--- src/rtl/pipeline_hazard_ctrl_pkg.sv ---
// Shared definitions for the hazard controller: divide opcode encodings,
// the load encoding of ResultSrc, divider FSM states and small decode helpers.
package pipeline_hazard_ctrl_pkg;

   localparam logic [1:0] DIV_OP_DIV  = 2'b00;
   localparam logic [1:0] DIV_OP_DIVU = 2'b01;
   localparam logic [1:0] DIV_OP_REM  = 2'b10;
   localparam logic [1:0] DIV_OP_REMU = 2'b11;

   localparam logic [1:0] RESULT_SRC_LOAD = 2'b01;

   typedef enum logic [1:0] {
      DIV_IDLE = 2'b00,
      DIV_RUN  = 2'b01,
      DIV_DONE = 2'b10
   } divState_t;

   // DIV and REM are signed, DIVU and REMU are not
   function automatic logic opIsSigned(input logic [1:0] op);
      return ~op[0];
   endfunction

   // REM/REMU return the remainder, DIV/DIVU the quotient
   function automatic logic opIsRem(input logic [1:0] op);
      return op[1];
   endfunction

endpackage

--- src/rtl/pipeline_hazard_ctrl_div_iter_core.sv ---
// Unsigned restoring divider datapath: start loads the operands, each step
// produces one quotient bit (MSB first). Quotient shifts in where the
// dividend shifts out, so the dividend register doubles as the quotient.
module div_iter_core
#(
   parameter int XLEN = 32
)(
   input  logic            clk,
   input  logic            rst,
   input  logic            start,
   input  logic            step,
   input  logic [XLEN-1:0] dividend,
   input  logic [XLEN-1:0] divisor,
   output logic [XLEN-1:0] quotient,
   output logic [XLEN-1:0] remainder
);

   logic [XLEN-1:0] quoReg;
   logic [XLEN-1:0] remReg;
   logic [XLEN-1:0] divReg;
   logic [XLEN:0]   remShift;
   logic [XLEN:0]   trialDiff;

   // Trial subtraction of the divisor from the shifted partial remainder
   always_comb begin
      remShift  = {remReg, quoReg[XLEN-1]};
      trialDiff = remShift - {1'b0, divReg};
   end

   // Operand load on start, one restoring iteration per step
   always_ff @(posedge clk) begin
      if (rst) begin
         quoReg <= '0;
         remReg <= '0;
         divReg <= '0;
      end else if (start) begin
         quoReg <= dividend;
         remReg <= '0;
         divReg <= divisor;
      end else if (step) begin
         if (!trialDiff[XLEN]) begin
            remReg <= trialDiff[XLEN-1:0];
            quoReg <= {quoReg[XLEN-2:0], 1'b1};
         end else begin
            remReg <= remShift[XLEN-1:0];
            quoReg <= {quoReg[XLEN-2:0], 1'b0};
         end
      end
   end

   assign quotient  = quoReg;
   assign remainder = remReg;

endmodule

--- src/rtl/pipeline_hazard_ctrl.sv ---
// Stall/flush scheduler for the 5-stage pipeline: load-use interlock,
// branch/jump flush and sequencing of the iterative divider in Execute.
// Optional macro HAZARD_PERF_CNT_EN adds a stall_cycles performance counter.
module pipeline_hazard_ctrl
   import pipeline_hazard_ctrl_pkg::*;
#(
   parameter int XLEN       = 32,
   parameter int DIV_CYCLES = 32
)(
   input  logic            clk,
   input  logic            rst,
   input  logic [4:0]      Rs1_D,
   input  logic [4:0]      Rs2_D,
   input  logic [4:0]      RD_E,
   input  logic            MemReadE,
   input  logic            PCSrcE,
   input  logic            JumpE,
   input  logic            DivE,
   input  logic [1:0]      DivOpE,
   input  logic [XLEN-1:0] SrcA_E,
   input  logic [XLEN-1:0] SrcB_E,
   output logic            StallF,
   output logic            StallD,
   output logic            StallE,
   output logic            FlushD,
   output logic            FlushE,
   output logic            BubbleM,
   output logic [XLEN-1:0] DivResultE,
   output logic            DivValidE,
   output logic            div_busy
`ifdef HAZARD_PERF_CNT_EN
   ,output logic [31:0]    stall_cycles
`endif
);

   localparam int CNT_W = $clog2(DIV_CYCLES);
   localparam logic [XLEN-1:0] INT_MIN = {1'b1, {(XLEN-1){1'b0}}};

   function automatic logic [XLEN-1:0] negateIf(input logic neg, input logic [XLEN-1:0] v);
      return neg ? (~v + 1'b1) : v;
   endfunction

   divState_t         state, stateNext;
   logic [CNT_W-1:0]  cnt, cntNext;
   logic              start, step, latch;
   logic [1:0]        opReg;
   logic              negQReg, negRReg, fastReg;
   logic [XLEN-1:0]   fastValReg;

   logic              isSignedOp, isRemOp, srcANeg, srcBNeg;
   logic              divZero, overflow, fastPath;
   logic [XLEN-1:0]   magA, magB, fastValue;
   logic [XLEN-1:0]   coreQ, coreR, finalQ, finalR;
   logic              lwStall, branchFlush, divStall;

   // Operand decode: magnitudes for the unsigned core and the fast-path results
   always_comb begin
      isSignedOp = opIsSigned(DivOpE);
      isRemOp    = opIsRem(DivOpE);
      srcANeg    = isSignedOp & SrcA_E[XLEN-1];
      srcBNeg    = isSignedOp & SrcB_E[XLEN-1];
      magA       = negateIf(srcANeg, SrcA_E);
      magB       = negateIf(srcBNeg, SrcB_E);
      divZero    = (SrcB_E == '0);
      overflow   = isSignedOp & (SrcA_E == INT_MIN) & (SrcB_E == '1);
      fastPath   = divZero | overflow;
      if (divZero) fastValue = isRemOp ? SrcA_E : '1;
      else         fastValue = isRemOp ? '0 : INT_MIN;
   end

   // Divider FSM next-state and core sequencing
   always_comb begin
      stateNext = state;
      cntNext   = cnt;
      start     = 1'b0;
      step      = 1'b0;
      latch     = 1'b0;
      case (state)
         DIV_IDLE: begin
            if (DivE) begin
               latch   = 1'b1;
               cntNext = CNT_W'(DIV_CYCLES - 1);
               if (fastPath) begin
                  stateNext = DIV_DONE;
               end else begin
                  start     = 1'b1;
                  stateNext = DIV_RUN;
               end
            end
         end
         DIV_RUN: begin
            step = 1'b1;
            if (cnt == '0) stateNext = DIV_DONE;
            else           cntNext   = cnt - 1'b1;
         end
         DIV_DONE: stateNext = DIV_IDLE;
         default:  stateNext = DIV_IDLE;
      endcase
   end

   // FSM state, iteration counter and per-instruction sign/fast-path capture
   always_ff @(posedge clk) begin
      if (rst) begin
         state      <= DIV_IDLE;
         cnt        <= '0;
         opReg      <= '0;
         negQReg    <= 1'b0;
         negRReg    <= 1'b0;
         fastReg    <= 1'b0;
         fastValReg <= '0;
      end else begin
         state <= stateNext;
         cnt   <= cntNext;
         if (latch) begin
            opReg      <= DivOpE;
            negQReg    <= srcANeg ^ srcBNeg;
            negRReg    <= srcANeg;
            fastReg    <= fastPath;
            fastValReg <= fastValue;
         end
      end
   end

   div_iter_core #(.XLEN(XLEN)) uCore (
      .clk       (clk),
      .rst       (rst),
      .start     (start),
      .step      (step),
      .dividend  (magA),
      .divisor   (magB),
      .quotient  (coreQ),
      .remainder (coreR)
   );

   // Sign fix-up of the unsigned result, fast-path override, result gating
   always_comb begin
      finalQ     = negateIf(negQReg, coreQ);
      finalR     = negateIf(negRReg, coreR);
      DivValidE  = (state == DIV_DONE);
      div_busy   = (state != DIV_IDLE);
      DivResultE = '0;
      if (DivValidE) begin
         if (fastReg)              DivResultE = fastValReg;
         else if (opIsRem(opReg))  DivResultE = finalR;
         else                      DivResultE = finalQ;
      end
   end

   // Hazard resolution: a taken branch/jump overrides a load-use stall
   always_comb begin
      lwStall     = MemReadE & (RD_E != 5'd0) & ((RD_E == Rs1_D) | (RD_E == Rs2_D));
      branchFlush = PCSrcE | JumpE;
      divStall    = DivE & (state != DIV_DONE);
      StallF      = divStall | (lwStall & ~branchFlush);
      StallD      = divStall | (lwStall & ~branchFlush);
      StallE      = divStall;
      BubbleM     = divStall;
      FlushD      = branchFlush;
      FlushE      = branchFlush | lwStall;
   end

`ifdef HAZARD_PERF_CNT_EN
   // Free-running count of fetch-stall cycles, wraps naturally
   always_ff @(posedge clk) begin
      if (rst)         stall_cycles <= '0;
      else if (StallF) stall_cycles <= stall_cycles + 32'd1;
   end
`endif

endmodule

--- config.mk ---
export PLATFORM = sky130hd
export DESIGN_NAME = pipeline_hazard_ctrl
export DESIGN_NICKNAME = d
export VERILOG_FILES = /design/src/rtl/pipeline_hazard_ctrl_pkg.sv /design/src/rtl/pipeline_hazard_ctrl_div_iter_core.sv /design/src/rtl/pipeline_hazard_ctrl.sv
export SDC_FILE = /design/constraint.sdc
export NUM_CORES = 1
export LEC_CHECK = 0
export BUFFER_PORTS_ARGS = -buffer_cell sky130_fd_sc_hd__buf_2
export CELL_PAD_IN_SITES_DETAIL_PLACEMENT = 1
export CELL_PAD_IN_SITES_GLOBAL_PLACEMENT = 2
export CORE_AREA = 10 10 203 205
export DETAILED_ROUTE_END_ITERATION = 6
export DIE_AREA = 0 0 213 215
export GPL_TIMING_DRIVEN = 0
export PLACE_DENSITY = 0.76
export SYNTH_ARGS = -nofsm -noshare
export SYNTH_HDL_FRONTEND = slang
export SYNTH_HIERARCHICAL = 1
export SYNTH_SLANG_ARGS = --single-unit
--- constraint.sdc ---
create_clock -name clk -period 2.45 [get_ports clk]
set_input_delay 0 -clock clk [delete_from_list [all_inputs] [get_ports clk]]
set_output_delay 0 -clock clk [all_outputs]
set_load 0.02 [all_outputs]
==> out/results.txt <==
Syn Inst Count -> 1516
Maxcap violations -> 0
Clk buf depth -> 2
Synth cell types -> 82
Period utilization -> 123.8%
Final instance area -> 0.01604 mm2
Pwr/cell area -> 730.1 mW/mm2
Antenna Nets Post-Route -> 0
Failing checks -> setup timing
Metal3 WL -> 1898 um
# DRC -> 0
Port-buffer cells -> 126
Initial Util -> 30.42%
Number of synthesized flops with an enable pin -> 0
Req. time, crit path -> 2.45 ns
Least-Margin Pin Slew -> 0.8669 ns
Final-stage net count -> 1911
Grt ovf -> 0
Diode count -> 0
First DRT Iteration DRCs -> 561
Setup Skew -> 0.01164 ns
# setup viols final -> 121
Reg clk slew, reported paths -> 0.06 ns
Ys flop type -> dfxtp_1
Largest net degree at the start of global routing -> 17
Peak supply drop -> 421.4 uV
Fin worst setup slack -> -0.5829 ns
Final Hold Vio Count -> 0
Core Area -> 0.03722 mm2
Via Count -> 12520
Via-to-Cell Ratio -> 5.516
Die X -> 213 um
Slew Limit Fails -> 0
Hold_sp -> SrcA_E[12]
Drt total wl -> 50880 um
Sequential area share after synthesis -> 24.58%
Synth async-reset ratio -> 0%
Cell area after synthesis -> 0.01132 mm2
CP max FO -> 6
Critical Path AT -> 3.03 ns
CTS Root Cell -> clkbuf_16
Synthesis-stage register bit count -> 139
Initial antenna violation count -> 0
Met2 Wirelength -> 24760 um
Die ar. -> 0.04580 mm2
Clock Latency Late Sink -> 0.44 ns
Mapped Nets -> 1643
RSZ-0062 raised after global routing -> true
Wirelength per Cell -> 22.41 um
Period minus WS final -> 3.033 ns
# IOs -> 127
Via count of the first global-routing pass -> 13220
H-tree depth -> 4
Relative slew slack -> 42.21%
Syn avg cell area -> 7.468 um2
Setup WS pre-CTS -> -1.647 ns
First-pass GRT wire length -> 77650 um
Sink Count -> 139
RePlAce Congestion -> 0.8938
Worst flop-to-flop path startpoint -> uCore/remainder[20]$_SDFFE_PP0P_
Yosys warning total -> 6
Worst setup startpoint -> uCore/remainder[2]$_SDFFE_PP0P_
CTS tree -> built
Die Ht -> 215 um
M1 wire length -> 22320 um
GRT Overall Usage -> 21.61%
Status -> complete, but fails checks
Max frequency -> 329.7 MHz
Dpl cell area -> 0.01274 mm2
Finished Core Util -> 43.08%
Critical path capture point type -> primary output
# rows -> 71
Highest routed layer -> met4
Tightest Hold Check Type -> input pin to flop
Initial DRT Pass Iterations -> 4
P&R area growth vs syn -> 41.64%
TritonCTS buffer count -> 17
Share of layout cells above drive strength 1 -> 30.18%
Worst Path Class, Setup -> flop to primary output
Leak Pwr -> 6.148 nW
Nature of the critical path startpoint -> flop
DP HPWL -> 37410 um
-- layout make-up --
cell class,count,area [um2]
Tap cell,474,593.1
Timing Repair Buffer,256,1959
Buffer,83,439.2
Fill cell,4437,21190
Multi-Input combinational cell,1228,9346
Sequential cell,139,2888
Inverter,59,224.0
Clock inverter,11,120.1
Clock buffer,20,466.7
-- Yosys cell counts (all sizes together), types with 12 or more instances --
cell | count | area share (%)
clkbuf | 67 | 2.2
dfxtp | 139 | 25
o41ai | 17 | 1.3
a211oi | 18 | 1.2
xnor2 | 78 | 6.2
nand2 | 100 | 3.3
a21oi | 126 | 5.6
nand3 | 29 | 1.3
nor3 | 28 | 1.2
buf | 23 | 1.1
a21o | 12 | 0.80
or4 | 22 | 1.6
o21ai | 125 | 5.6
nand3b | 28 | 1.9
o31ai | 30 | 2.0
a31oi | 23 | 1.3
xor2 | 71 | 5.5
or2 | 12 | 0.66
ha | 39 | 4.3
mux2i | 78 | 6.9
nand4 | 13 | 0.72
inv | 59 | 2.0
or3 | 24 | 1.4
nand2b | 17 | 1.0
nor2 | 212 | 7.0
-- placed cells by master (no fill, tap or decap), types with 21 or more instances in the layout --
cell and n:
nand2_1 69, mux2i_1 74, dfxtp_4 22, xnor2_1 71, nand2_2 21, inv_1 53, o21ai_0 103, nor2_1 201
clkbuf_1 41, nand3b_1 28, buf_6 24, buf_2 105, dlygate4sd3_1 50, xor2_1 61, a21oi_1 99, dfxtp_1 99
buf_4 79, nor3_1 25, a21oi_2 21, nand3_1 22
-- state kept, by name, summed over array words and instances, names as in the netlist --
register / cells
negQReg: 1
uCore/remainder: 32
uCore/quotient: 32
uCore/divReg: 32
fastValReg: 32
state: 2
negRReg: 1
cnt: 5
opReg: 1
fastReg: 1
-- timing repair --
action,in CTS,in global routing
endpoints found under the setup margin,130,128
resized for setup,296,136
cloned,4,1
endpoints found under the hold margin,65,2
setup buffers,60,21
pin swaps,76,69
hold buffers,50,1
-- cell families (layout without fill, tap and decap cells) --
logic type / Yosys count / in the layout / synth area share, %
xor gates and xnor gates: 149 / 149 / 11.69
AOI/OAI and AO/OA: 425 / 425 / 23.49
DFF: 139 / 139 / 24.58
buffers and inverters: 149 / 429 / 5.315
adders and majority gates: 40 / 40 / 4.487
muxes: 78 / 78 / 6.896
and+or+nand+nor: 536 / 536 / 23.54
-- final timing paths --
kind | endpoint | slack [ns] | cells after the start
max | DivResultE[31] | -0.58 | 7
min | fastValReg[12]$_SDFFE_PP0P_ | 0.008 | 4
max reg2reg | uCore/remainder[11]$_SDFFE_PP0P_ | -0.44 | 11
min reg2reg | fastValReg[15]$_SDFFE_PP0P_ | 0.47 | 2
-- metrics by stage --
step	power (W)	hold slack (ns)	std cells	setup TNS, ns
after detailed placement	0.006996	0.3126	2116	-146.47
after global routing	0.01231	0.02048	2270	-38.48
after floorplan	0.005691	0.1474	1516	-2.247
after global placement	0.006930	0.2889	2116	-142.37
final	0.01171	0.008240	2270	-28.52
after CTS	0.01119	0.0001231	2257	-50.76
-- power by group --
| group | internal, W | switching (W) |
|---|---|---|
| registers | 0.00248 | 0.000315 |
| clock network | 0.00157 | 0.00108 |
| logic | 0.00280 | 0.00346 |
-- routing by layer --
layer	vias up	GRT usage (%)
met4	0	8.189
met5	-	0
met3	79	2.794
met1	6168	26.59
li1	5994	-
met2	280	37.29
-- critical path: stages (launching register included) --
cell,delay (ns)
dfxtp_4,0.37
or4_4,0.59
or4_4,0.50
or4b_4,0.53
mux2i_1,0.17
o21ai_1,0.12
a21oi_2,0.17
buf_6,0.14
No activity file was read; power rests on OpenSTA's default activity.
